$ cat config.mk
export PLATFORM = sky130hd
export DESIGN_NAME = serial_sum_deserializer
export DESIGN_NICKNAME = d
export VERILOG_FILES = /design/src/rtl/serial_sum_deserializer_pkg.sv /design/src/rtl/serial_sum_deserializer_ref_adder.sv /design/src/rtl/serial_sum_deserializer.sv
export SDC_FILE = /design/constraint.sdc
export NUM_CORES = 1
export LEC_CHECK = 0
export CAP_MARGIN = 30
export CORE_ASPECT_RATIO = 0.75
export CORE_MARGIN = 3
export CORE_UTILIZATION = 35
export DETAILED_ROUTE_END_ITERATION = 16
export PLACE_DENSITY = 0.61
export SETUP_SLACK_MARGIN = 0.02
export SYNTH_ARGS = -nofsm -noshare
export SYNTH_HDL_FRONTEND = slang
export SYNTH_HIERARCHICAL = 1
export SYNTH_SLANG_ARGS = --single-unit
$ cat constraint.sdc
create_clock -name clk -period 1.9 [get_ports clk]
set_input_delay 0.38 -clock clk [delete_from_list [all_inputs] [get_ports clk]]
set_output_delay 0.38 -clock clk [all_outputs]
set_load 0.03 [all_outputs]
$ cat src/rtl/serial_sum_deserializer_pkg.sv
// serial_sum_deserializer_pkg: shared types and sizing helpers for the
// serial sum deserializer and its optional reference adder.
package serial_sum_deserializer_pkg;

    // Frame assembly state: waiting for a start bit, or collecting bits.
    typedef enum logic {
        IDLE  = 1'b0,
        SHIFT = 1'b1
    } state_t;

    localparam int DEFAULT_REGLENGTH = 3;

    // A frame is the operand-width sum bits plus the final carry bit.
    function automatic int frame_len(input int reglength);
        return reglength + 1;
    endfunction

    // Bit counter must hold every value from 0 up to the frame length.
    function automatic int cnt_width(input int reglength);
        return $clog2(reglength + 2);
    endfunction

    localparam int DEFAULT_CNT_W = cnt_width(DEFAULT_REGLENGTH);

endpackage

$ cat src/rtl/serial_sum_deserializer_ref_adder.sv
// serial_ref_adder: 1-bit full adder with a carry flop, used to recompute
// the expected serial sum bit while a frame is being received. Asserting
// clr_i forces a zero carry-in for the current bit (the first bit of a frame).
module serial_ref_adder
    import serial_sum_deserializer_pkg::*;
(
    input  logic clk,
    input  logic reset,
    input  logic en_i,
    input  logic clr_i,
    input  logic a_i,
    input  logic b_i,
    output logic sum_o,
    output logic carry_o
);

    logic carry_q;
    logic carry_d;
    logic carry_in;

    // Full-adder sum and next carry; carry only advances on accepted bits.
    always_comb begin
        // NOTE: every always_comb output gets a default first so no path can infer a latch.
        carry_d  = carry_q;
        carry_in = clr_i ? 1'b0 : carry_q;
        sum_o    = a_i ^ b_i ^ carry_in;
        if (en_i) begin
            carry_d = (a_i & b_i) | (a_i & carry_in) | (b_i & carry_in);
        end
    end

    // Carry register.
    always_ff @(posedge clk or negedge reset) begin
        if (!reset) begin
            carry_q <= 1'b0;
        end else begin
            // NOTE: sequential state uses <= so all flops update from pre-edge values.
            carry_q <= carry_d;
        end
    end

    assign carry_o = carry_q;

endmodule

$ cat src/rtl/serial_sum_deserializer.sv
// serial_sum_deserializer: collects an LSB-first serial sum stream
// (REGLENGTH sum bits, then the carry) into a REGLENGTH+1-bit word and holds
// it under a valid/ack handshake, flagging overruns and restarted frames.
// Optional build macro SERIAL_SUM_CHECK_EN adds a_bit/b_bit inputs and a
// sum_err output driven by an internal reference serial adder.
module serial_sum_deserializer
    import serial_sum_deserializer_pkg::*;
#(
    parameter int REGLENGTH = DEFAULT_REGLENGTH
) (
    input  logic                 clk,
    input  logic                 reset,
    input  logic                 start,
    input  logic                 bit_in,
    input  logic                 bit_valid,
    input  logic                 res_ack,
    output logic [REGLENGTH:0]   result,
    output logic                 result_valid,
    output logic                 overrun,
    output logic                 frame_restart
`ifdef SERIAL_SUM_CHECK_EN
   ,input  logic                 a_bit,
    input  logic                 b_bit,
    output logic                 sum_err
`endif
);

    localparam int FRAME_LEN = frame_len(REGLENGTH);
    localparam int CNT_W     = cnt_width(REGLENGTH);
    // Count value held while the final (carry) bit is expected.
    localparam logic [CNT_W-1:0] LAST_CNT = CNT_W'(REGLENGTH);

    state_t                 state_q, state_d;
    logic [CNT_W-1:0]       cnt_q, cnt_d;
    // Partial bits only; the final bit goes straight into the result.
    logic [REGLENGTH-1:0]   sr_q, sr_d;
    logic [FRAME_LEN-1:0]   result_q, result_d;
    logic                   result_valid_q, result_valid_d;
    logic                   overrun_q, overrun_d;
    logic                   frame_restart_q, frame_restart_d;

    logic                   frame_start;
    logic                   complete;

    // Next-state logic: frame start/restart, shifting, completion, handshake.
    always_comb begin
        state_d         = state_q;
        cnt_d           = cnt_q;
        sr_d            = sr_q;
        result_d        = result_q;
        result_valid_d  = result_valid_q;
        overrun_d       = overrun_q;
        frame_restart_d = 1'b0;
        frame_start     = 1'b0;
        complete        = 1'b0;

        case (state_q)
            IDLE: begin
                if (bit_valid && start) begin
                    frame_start = 1'b1;
                end
            end
            SHIFT: begin
                if (bit_valid) begin
                    if (start) begin
                        // A start mid-frame wins even on the final bit.
                        frame_start     = 1'b1;
                        frame_restart_d = 1'b1;
                    end else if (cnt_q == LAST_CNT) begin
                        complete = 1'b1;
                    end else begin
                        sr_d  = {bit_in, sr_q[REGLENGTH-1:1]};
                        cnt_d = cnt_q + CNT_W'(1);
                    end
                end
            end
            default: begin
                state_d = IDLE;
            end
        endcase

        // First bit enters at the top and walks down to bit 0 as the frame fills.
        if (frame_start) begin
            sr_d    = {bit_in, {(REGLENGTH-1){1'b0}}};
            cnt_d   = CNT_W'(1);
            state_d = SHIFT;
        end

        if (complete) begin
            result_d       = {bit_in, sr_q};
            result_valid_d = 1'b1;
            cnt_d          = '0;
            state_d        = IDLE;
            if (result_valid_q && !res_ack) begin
                overrun_d = 1'b1;
            end
        end else if (result_valid_q && res_ack) begin
            result_valid_d = 1'b0;
        end
    end

    // Frame, result and status registers.
    always_ff @(posedge clk or negedge reset) begin
        if (!reset) begin
            state_q         <= IDLE;
            cnt_q           <= '0;
            // NOTE: the shift register is reset too, so an aborted frame leaves no stale bits.
            sr_q            <= '0;
            result_q        <= '0;
            result_valid_q  <= 1'b0;
            overrun_q       <= 1'b0;
            frame_restart_q <= 1'b0;
        end else begin
            state_q         <= state_d;
            cnt_q           <= cnt_d;
            sr_q            <= sr_d;
            result_q        <= result_d;
            result_valid_q  <= result_valid_d;
            overrun_q       <= overrun_d;
            frame_restart_q <= frame_restart_d;
        end
    end

    assign result        = result_q;
    assign result_valid  = result_valid_q;
    assign overrun       = overrun_q;
    assign frame_restart = frame_restart_q;

`ifdef SERIAL_SUM_CHECK_EN
    logic accept;
    logic ref_sum;
    logic ref_carry;
    logic exp_bit;
    logic bit_mismatch;
    logic err_acc_q, err_acc_d;
    logic sum_err_q, sum_err_d;

    serial_ref_adder u_ref_adder (
        .clk     (clk),
        .reset   (reset),
        .en_i    (accept),
        .clr_i   (frame_start),
        .a_i     (a_bit),
        .b_i     (b_bit),
        .sum_o   (ref_sum),
        .carry_o (ref_carry)
    );

    // Compare each accepted bit with the reference; the final bit is the carry.
    always_comb begin
        accept       = frame_start || ((state_q == SHIFT) && bit_valid);
        exp_bit      = complete ? ref_carry : ref_sum;
        bit_mismatch = accept && (bit_in != exp_bit);
        err_acc_d    = err_acc_q;
        sum_err_d    = sum_err_q;

        if (frame_start) begin
            err_acc_d = bit_mismatch;
        end else if (accept && !complete) begin
            err_acc_d = err_acc_q | bit_mismatch;
        end

        if (complete) begin
            sum_err_d = err_acc_q | bit_mismatch;
            err_acc_d = 1'b0;
        end else if (result_valid_q && res_ack) begin
            sum_err_d = 1'b0;
        end
    end

    // Per-frame error accumulator and the error flag presented with the result.
    always_ff @(posedge clk or negedge reset) begin
        if (!reset) begin
            err_acc_q <= 1'b0;
            sum_err_q <= 1'b0;
        end else begin
            err_acc_q <= err_acc_d;
            sum_err_q <= sum_err_d;
        end
    end

    assign sum_err = sum_err_q;
`endif

endmodule

==> summary.log, run 1 <==
[status] result of the run completed
[timing] maximum clock frequency 588 MHz
[timing] least setup slack across all paths after layout 0.199 ns
[clock_network] clk slew on worst S/H paths 0.08 ns
[critical_path] worst endpoint required time 1.52 ns
[critical_path] highest-delay cell along the critical path sky130_fd_sc_hd__clkdlybuf4s50_1
[clock_network] number of CTS-inserted buffers 3
[cells_and_area] non-filler instance count after layout 87
[logic_synthesis] sequential element share of the synthesized area 0.527
[critical_path] Worst Setup Path Type flip-flop to primary output
[pwr] register share of total power 0.412
[cells_and_area] number of nets in the layout 75
[logic_synthesis] synthesized area divided by synthesized cell count 13.0 sq um
[cells_and_area] antenna diode instance count 0
[timing] slew at the pin closest to its max-slew limit 0.431 ns
[detailed_routing] number of DRC violations after detailed-routing iteration 0 9
[timing] minimum clock period 1.70 ns
[grt] largest net degree at the start of global routing 15
[die] Die Ht 43.7 um
[detailed_routing] number of remaining DRC errors 0
[min_path] classification of the worst-slack hold path primary input to async pin
[clock_network] Longest Clk Path Bufs 2
[pwr] proportion of power drawn by combinational gates 0.405
[timing] final-layout setup total negative slack 0 ns
[placement] post-detail-place hpwl 853 um
[grt] wire length of the first global-routing pass 2100 um
[clock_network] cts repair resizes 0
[detailed_routing] Detailed Route WL 1200 um
[logic_synthesis] Unique masters post-synth 23
[critical_path] delay of the slowest cell on the worst path 0.68 ns
[critical_path] cell-by-cell trace of the critical path clkdlybuf4s50_1
[pwr] Cell Int Power 0.000755 W
[placement] instance count after placement with tap cells included 83
[die] effective utilization at floorplan 0.410
[die] floorplan die area 2460 sq um
[timing] worst slew slack as a fraction of its limit 0.712
[placement] PortBufs 12
[detailed_routing] drt first pass iters 4
[logic_synthesis] total of flip-flops plus latches after synthesis 14
[timing] Final Max Tran Viols 0
[pwr] sw frac 0.356
[cells_and_area] area growth from synthesis to final layout 24.7%
[timing] crit share post-route 0.895
[logic_synthesis] number of nets produced by synthesis 59
[timing] setup violation total in the final timing report 0
[die] standard cell core area 1620 sq um
[critical_path] highest fanout seen on the critical path 2
[grt] total routing usage reported by global routing 0.115
[critical_path] top cell family by delay on the critical path buffers and inverters
[clock_network] cell at the root of the clock tree sky130_fd_sc_hd__clkbuf_4
[timing] unrepaired setup endpoints after global routing no
[timing] number of endpoints with negative hold slack in the final report 0
[pwr] Leak Pwr 0.392 nW
[run] max-cap violation count 0
[logic_synthesis] number of warnings issued by yosys 6
[pwr] power share of the clock group 0.183
[clock_network] clock latency at the later pin of the worst-skew pair 0.28 ns
[grt] via count of the first global-routing pass 446
[critical_path] count of buffer and inverter cells on the critical path 1
[clock_network] setup repair bufs after CTS 0
[pwr] worst voltage drop across the vdd grid 0.000871 V
[logic_synthesis] post-synth design cell area 664 sq um
[die] I/O pins 13
[clock_network] clock tree from TritonCTS done
[timing] Setup Skew 0.00164 ns
[clock_network] clock sinks 14
[placement] RePlAce Congestion 0.713
[grt] initial antenna violation count 0
[clock_network] # hold bufs at CTS 0
[detailed_routing] wire length per cell 13.8 um
[cells_and_area] register area 350 sq um
[critical_path] nature of the critical path endpoint primary output
[detailed_routing] DR vias/cell 5.03
[detailed_routing] antenna-violating nets left 0
[die] site row count 12
[grt] GRT overflow 0
[critical_path] data arrival time of the critical path 1.32 ns
[logic_synthesis] instance count of the mapped netlist 51
[cells_and_area] fill cell instance count of the final layout 159
[placement] pre-CTS setup slack 0.112 ns
[cells_and_area] share of cells above drive strength 1 0.227
[clock_network] H-tree depth reported by CTS 1
[critical_path] Critical Path Source Type flip-flop
[cells_and_area] most common library cell in the layout ignoring fill and taps sky130_fd_sc_hd__dfrtp_1
[cells_and_area] area of combinational cells with multiple inputs 269 sq um
[pwr] switching component of the power 0.000417 W
[cells_and_area] highest-count cells in the layout ignoring fill and taps 14 x sky130_fd_sc_hd__dfrtp_1, 12 x sky130_fd_sc_hd__clkdlybuf4s50_1, 4 x sky130_fd_sc_hd__nand2_1
[pwr] power per cell area 1420 nW/um^2
[die] Die X 56.3 um
[detailed_routing] total via count in the routed design 438
## through the flow
step	power [W]	cell area, sq um	utilization	hold WS, ns
6_report	0.00117	828	0.511	0.398
2_1_floorplan	0.000813	664	-	0.0844
4_1_cts	0.00119	828	0.511	0.397
3_3_place_gp	0.000951	792	0.488	0.467
5_1_grt	0.00126	828	0.511	0.409
3_5_place_dp	0.000969	792	0.488	0.461
## registers in the layout (all words and copies together) (netlist names)
name	cells
result	4
frame_restart	1
result_valid	1
overrun	1
cnt_q	3
sr_q	3
state_q	1
## final timing paths
check,start,slack (ns),depth (start not counted),endpoint
min,reset,0.40,2,state_q
max reg2reg,cnt_q[0],0.33,5,sr_q[2]
min in group clk,overrun,0.48,1,overrun
min reg2reg,overrun,0.48,1,overrun
max in group asynchronous,reset,1.33,2,sr_q[1]
max,result[2],0.20,1,result[2]
## cells by family (layout without fill, tap and decap cells)
logic type / after synthesis / in the layout / synth area share
buf+inv: 6 / 21 / 0.0678
mux: 4 / 4 / 0.0847
compound gates: 12 / 12 / 0.137
simple gates: 13 / 13 / 0.145
fa+ha+maj: 2 / 2 / 0.0377
flops: 14 / 14 / 0.527
## layout make-up
cell class	instances	area share
flip-flops and latches	14	0.423
multi-input cells	31	0.325
well taps	21	0.0317
repair buffers	14	0.163
clock buffers	4	0.0438
inverters	3	0.0136
## cells in the mapped netlist, drive strengths merged
library cell   n  share of area
a22o           4          0.055
o21bai         2          0.023
a221o          1          0.015
nor2b          2          0.019
nor2           1         0.0056
buf            3          0.051
dfrtp         14           0.53
o22ai          1         0.0094
and3           1          0.011
mux2           4          0.085
inv            3          0.017
o21ai          3          0.028
nand4b         1          0.036
ha             2          0.038
a21oi          1         0.0075
nand2          4          0.023
and4b          1          0.017
nor3           1          0.015
nand2b         2          0.019
## routing by layer
metal  wire length [um]  vias to the layer above  GRT usage  part of all wire
met4                 10                        0     0.0142            0.0083
met5                  0                        -          0                 0
met3                 80                        2     0.0685             0.067
li1                   -                      214          -                 -
met2                509                       10      0.161              0.42
met1                598                      212      0.156              0.50
## power by group through the flow
stage	clock, W	sequential (W)	combinational [W]
3_5_place_dp	0	0.000488	0.000481
2_1_floorplan	0	0.000556	0.000257
4_1_cts	0.000219	0.000484	0.000484
3_3_place_gp	0	0.000485	0.000466
5_1_grt	0.000231	0.000505	0.000520
6_report	0.000214	0.000483	0.000475
(Power assumes the default switching activity.)
==> inputs of run 2 (changes only) <==
MAX_ROUTING_LAYER = met4   (was not set)
==> run 2 against run 1 <==
Net effect:
- sequential share of layout area unchanged
- setup slack improved by 0.0016 ns
- fmax about the same
- global-route usage increased by 0.50 points
- non-clock buffer count unchanged
- via count decreased by 0.23%
- critical path depth unchanged
- final cell count unchanged
- count of clock-buffer cells in the layout unchanged
- sequential cell count unchanged
- first-iteration DRC count unchanged
- critical path type unchanged
==> summary.log, run 2 (synthesized netlist as in run 1, its figures left out) <==
[status] result of the run completed [unchanged]
[critical_path] highest fanout seen on the critical path 2 [unchanged]
[clock_network] clock sinks 14 [unchanged]
[critical_path] nature of the critical path endpoint primary output [unchanged]
[clock_network] cts repair resizes 0 [unchanged]
[timing] maximum clock frequency 588 MHz [about the same]
[clock_network] clock latency at the later pin of the worst-skew pair 0.28 ns [about the same]
[die] floorplan die area 2460 sq um [unchanged]
[critical_path] count of buffer and inverter cells on the critical path 1 [unchanged]
[timing] worst hold slack after final layout 0.400 ns [was 0.398 ns]
[critical_path] worst endpoint required time 1.52 ns [about the same]
[placement] PortBufs 12 [unchanged]
[critical_path] top cell family by delay on the critical path buffers and inverters [unchanged]
[critical_path] data arrival time of the critical path 1.32 ns [about the same]
[pwr] Total Power Consumption 0.00117 W [about the same]
[die] I/O pins 13 [unchanged]
[clock_network] setup repair bufs after CTS 0 [unchanged]
[critical_path] Worst Setup Path Type flip-flop to primary output [unchanged]
[critical_path] cell-by-cell trace of the critical path clkdlybuf4s50_1 [unchanged]
[placement] post-detail-place hpwl 853 um [unchanged]
[cells_and_area] most common library cell in the layout ignoring fill and taps sky130_fd_sc_hd__dfrtp_1 [unchanged]
[cells_and_area] share of cells above drive strength 1 0.227 [unchanged]
[placement] RePlAce Congestion 0.721 [was 0.713]
[grt] initial antenna violation count 0 [unchanged]
[timing] final-layout setup total negative slack 0 ns [unchanged]
[run] max-cap violation count 0 [unchanged]
[clock_network] # hold bufs at CTS 0 [unchanged]
[grt] via count of the first global-routing pass 443 [was 446]
[timing] Final Max Tran Viols 0 [unchanged]
[critical_path] highest-delay cell along the critical path sky130_fd_sc_hd__clkdlybuf4s50_1 [unchanged]
[cells_and_area] area growth from synthesis to final layout 24.7% [unchanged]
[clock_network] Longest Clk Path Bufs 2 [unchanged]
[grt] GRT overflow 0 [unchanged]
[timing] setup violation total in the final timing report 0 [unchanged]
[critical_path] delay of the slowest cell on the worst path 0.68 ns [about the same]
[cells_and_area] highest-count cells in the layout ignoring fill and taps 14 x sky130_fd_sc_hd__dfrtp_1, 12 x sky130_fd_sc_hd__clkdlybuf4s50_1, 4 x sky130_fd_sc_hd__nand2_1 [unchanged]
[clock_network] clock tree from TritonCTS done [unchanged]
[timing] slew at the pin closest to its max-slew limit 0.440 ns [was 0.431 ns]
[timing] unrepaired setup endpoints after global routing no [unchanged]
[timing] minimum clock period 1.70 ns [about the same]
[die] site row count 12 [unchanged]
[detailed_routing] Detailed Route WL 1200 um [about the same]
[cells_and_area] antenna diode instance count 0 [unchanged]
[die] Die X 56.3 um [unchanged]
[detailed_routing] DR vias/cell 5.02 [was 5.03]
[cells_and_area] number of nets in the layout 75 [unchanged]
[detailed_routing] drt first pass iters 4 [unchanged]
[placement] pre-CTS setup slack 0.112 ns [unchanged]
[timing] number of endpoints with negative hold slack in the final report 0 [unchanged]
[pwr] worst voltage drop across the vdd grid 0.000868 V [was 0.000871 V]
[pwr] Leak Pwr 0.392 nW [unchanged]
[detailed_routing] antenna-violating nets left 0 [unchanged]
[detailed_routing] number of remaining DRC errors 0 [unchanged]
[detailed_routing] wire length per cell 13.8 um [about the same]
[detailed_routing] total via count in the routed design 437 [was 438]
[grt] wire length of the first global-routing pass 2120 um [was 2100 um]
[die] Die Ht 43.7 um [unchanged]
[grt] total routing usage reported by global routing 0.120 [was 0.115]
[clock_network] H-tree depth reported by CTS 1 [unchanged]
[clock_network] clk slew on worst S/H paths 0.08 ns [about the same]
[clock_network] number of CTS-inserted buffers 3 [unchanged]
[cells_and_area] max reg flops 4 [unchanged]
[pwr] power per cell area 1410 nW/um^2 [was 1420 nW/um^2]
[detailed_routing] number of DRC violations after detailed-routing iteration 0 9 [unchanged]
[min_path] classification of the worst-slack hold path primary input to async pin [unchanged]
[timing] worst slew slack as a fraction of its limit 0.705 [was 0.712]
[timing] least setup slack across all paths after layout 0.201 ns [was 0.199 ns]
[die] standard cell core area 1620 sq um [unchanged]
[timing] Setup Skew 0.00157 ns [was 0.00164 ns]
[clock_network] cell at the root of the clock tree sky130_fd_sc_hd__clkbuf_4 [unchanged]
[critical_path] Critical Path Source Type flip-flop [unchanged]
[cells_and_area] Final Util 0.511 [unchanged]
[grt] largest net degree at the start of global routing 15 [unchanged]
[timing] crit share post-route 0.894 [was 0.895]
[die] effective utilization at floorplan 0.410 [unchanged]
[run 2: cell counts in the layout (fill, tap and decap cells not counted)]
Identical to the previous run, type by type.
[run 2: area by class of cell]
type                            instances  area [sq um]
Clock buffer                            4          36.3
Sequential cell                        14           350
Timing Repair Buffer                   14           135
Fill cell                             159           793
Tap cell                               21          26.3
Inverter                                3          11.3
Multi-Input combinational cell         31           269
[run 2: metal layers]
metal / vias to the layer above / track usage / routed length [um]
li1: 214 / - / -
met1: 211 / 0.161 / 609
met2: 10 / 0.159 / 506
met3: 2 / 0.0685 / 79
met4: 0 / 0.0142 / 8
met5: - / - / 0
[run 2: path summary, 6_finish.rpt]
check                      startpoint        end  slack [ns]  cells after the start
max                         result[2]  result[2]        0.20                      1
min                             reset    state_q        0.40                      2
max reg2reg                  cnt_q[0]    sr_q[2]        0.33                      5
min reg2reg                   overrun    overrun        0.48                      1
max in group asynchronous       reset    sr_q[1]        1.33                      2
min in group clk              overrun    overrun        0.48                      1
[run 2: metrics by stage]
stage          std cells  area [sq um]
4_1_cts               87           828
5_1_grt               87           828
6_report              87           828
2_1_floorplan         51           664
3_3_place_gp          83           792
3_5_place_dp          83           792
[run 2: power by group]
part,switching [W],internal (W),total [W]
Sequential,0.0000829,0.000400,0.000483
Combinational,0.000236,0.000239,0.000475
Clock,0.0000968,0.000117,0.000213
Total,0.000416,0.000755,0.00117
==> variant, RTL diff (config.mk and constraints of run 1) <==
Set the package constant `DEFAULT_REGLENGTH` to 5 (it was 3).
--- a/src/rtl/serial_sum_deserializer_pkg.sv
+++ b/src/rtl/serial_sum_deserializer_pkg.sv
@@ -10,3 +10,3 @@
 
-    localparam int DEFAULT_REGLENGTH = 3;
+    localparam int DEFAULT_REGLENGTH = 5;
 
Ports: changed (resized result); port bits go from 13 to 15. The function was not compared with the original's and may differ.
==> variant against run 1 <==
- hold slack improved by 3.8 ps
- routed wire length increased by 19%
- synthesized cell count increased by 33%
- sequential cell count increased by 4
- power decreased by 17%
- die area increased by 17%
- synthesized area increased by 20%
- clock power increased by 8%
- worst setup slack got worse by 13 ps
- clock skew increased by 3.8 ps
- design area increased by 26%
==> variant: results (changes against run 1) <==
stage,metric,value,unit,change
critical_path,crit_fanout,3,,was 2
global_route,track_usage,0.1285,,was 0.1146
clock_network,cts_made_buffers,3,,unchanged
layout,layout.nets,98,,was 75
yosys,ys_seq_area_frac,0.5651,,was 0.5273
critical_path,startpoint,result_valid,,was result[2]
yosys,synthArstFlopShare,1.000,,unchanged
detailed_routing,firstDrtPassIters,4,,unchanged
critical_path,ff2ff_setup_slack,270,ps,was 330 ps
critical_path,setup.worst_path.end,result_valid,,was result[2]
global_route,grt_start_max_net_pins,19,,was 15
power,p_leak,0.0004895,uW,was 0.0003915 uW
critical_path,max_stage_delay,670,ps,
layout,n_antenna_cell,0,,unchanged
placed_design,dpl_cell_area,1011,sq um,was 792.0 sq um
detailed_routing,num_vias,594,,was 438
critical_path,crit_family,buffers and inverters,,unchanged
power,peakVddDrop,0.5673,mV,was 0.8709 mV
detailed_routing,routed_wl,1.433,mm,was 1.200 mm
clock_network,clk_path_buf_depth,2,,unchanged
clock_network,htree_levels,1,,unchanged
critical_path,r2r_end,result[2],,was sr_q[2]
clock_network,postCtsSetupBuffers,0,,unchanged
yosys,synth_cell_types,23,,unchanged
critical_path,ff2ff_path_depth,6,,was 5
detailed_routing,first_iter_violations,2,,was 9
clock_network,cts.clk_slew.worst_paths,100,ps,was 80 ps
critical_path,worstPathArrival,1330,ps,
clock_network,root_buffer,clkbuf_4,,unchanged
timing,finalClockSkew,5.466,ps,was 1.639 ps
yosys,yosysWarnings,6,,unchanged
global_route,grt_pass1_vias,595,,was 446
yosys,synth_nets,76,,was 59
placed_design,port_buffers,14,,was 12
yosys,netlist_top_cells_count,"dfrtp_1, mux2_2, o21ai_0",,"was dfrtp_1, nand2_1"
critical_path,regToRegStartpoint,cnt_q[1],,was cnt_q[0]
layout,drive_above_1_share,0.2360,,was 0.2273
timing,slew_headroom,0.7911,,was 0.7118
critical_path,crit_slowest_cell,clkdlybuf4s50_1,,unchanged
run_status,status,completed,,unchanged
layout,n_fill_cell,186,,was 159
layout,largest_reg_flops,6,,was 4
global_route,grt_pass1_wl,2.635,mm,was 2.104 mm
placed_design,gp_congestion,0.7655,,was 0.7125
clock_network,ctsResizeCount,0,,unchanged
placed_design,dpl.hpwl,1.048,mm,was 852.6 um
yosys,synthTopCellsByArea,"dfrtp_1, mux2_2, o21ai_0",,"was dfrtp_1, mux2_4, buf_6"
[variant: cell types whose count changed after synthesis, sizes merged, moves of 3 or more]
cell	delta
o21ai	+4
a22o	-4
a21oi	+3
mux2	+3
dfrtp	+4
nand4	+4
[variant: stage by stage]
stage	hold WS, ps	util	cells	power [uW]	worst slack (ps)
floorplan	84.41	-	68	638.9	385.3
global placement	452.3	0.4850	109	749.3	104.4
detailed placement	466.2	0.4850	109	754.0	94.90
CTS	411.3	0.5024	113	985.5	167.0
global route	410.5	0.5024	113	1038	119.5
finish	402.1	0.5024	113	976.6	185.8
[variant: routing by layer]
metal,vias to the layer above,routed length (um),track usage,part of all wire
met5,-,0,0,0
li1,287,-,-,-
met1,291,703,0.1601,0.49
met3,2,85,0.05220,0.059
met4,0,10,0.03896,0.0070
met2,14,634,0.2068,0.44
[variant: where the power goes]
group	leakage (uW)	internal, uW	switching [uW]	total (uW)
clock	0.0000210	117	115	232
sequential	0.000236	439	35.6	475
combinational	0.000233	129	141	270
total	0.000489	685	292	977
[variant: worst register-to-register path, cell delays in order (launching register included)]
cell and delay, ps:
dfrtp_1 410, inv_1 60, ha_1 170, nand2_1 200, nor3_4 210, buf_12 150
mux2_2 330
[variant: area by class of cell]
type                    instances  area, sq um  share of cell area
inverters                       4        15.01             0.01434
clock buffers                   4        36.28             0.03465
flip-flops and latches         18        450.4              0.4301
repair buffers                 21        205.2              0.1959
multi-input cells              42        310.3              0.2963
well taps                      24        30.03             0.02867
[variant: logic make-up (layout without fill, tap and decap cells)]
family,Yosys count,in the layout,share of synthesized area
compound gates,18,18,0.1350
mux,7,7,0.09891
fa+ha+maj,2,2,0.03139
flops,18,18,0.5651
buf+inv,8,29,0.04552
simple gates,15,15,0.1240
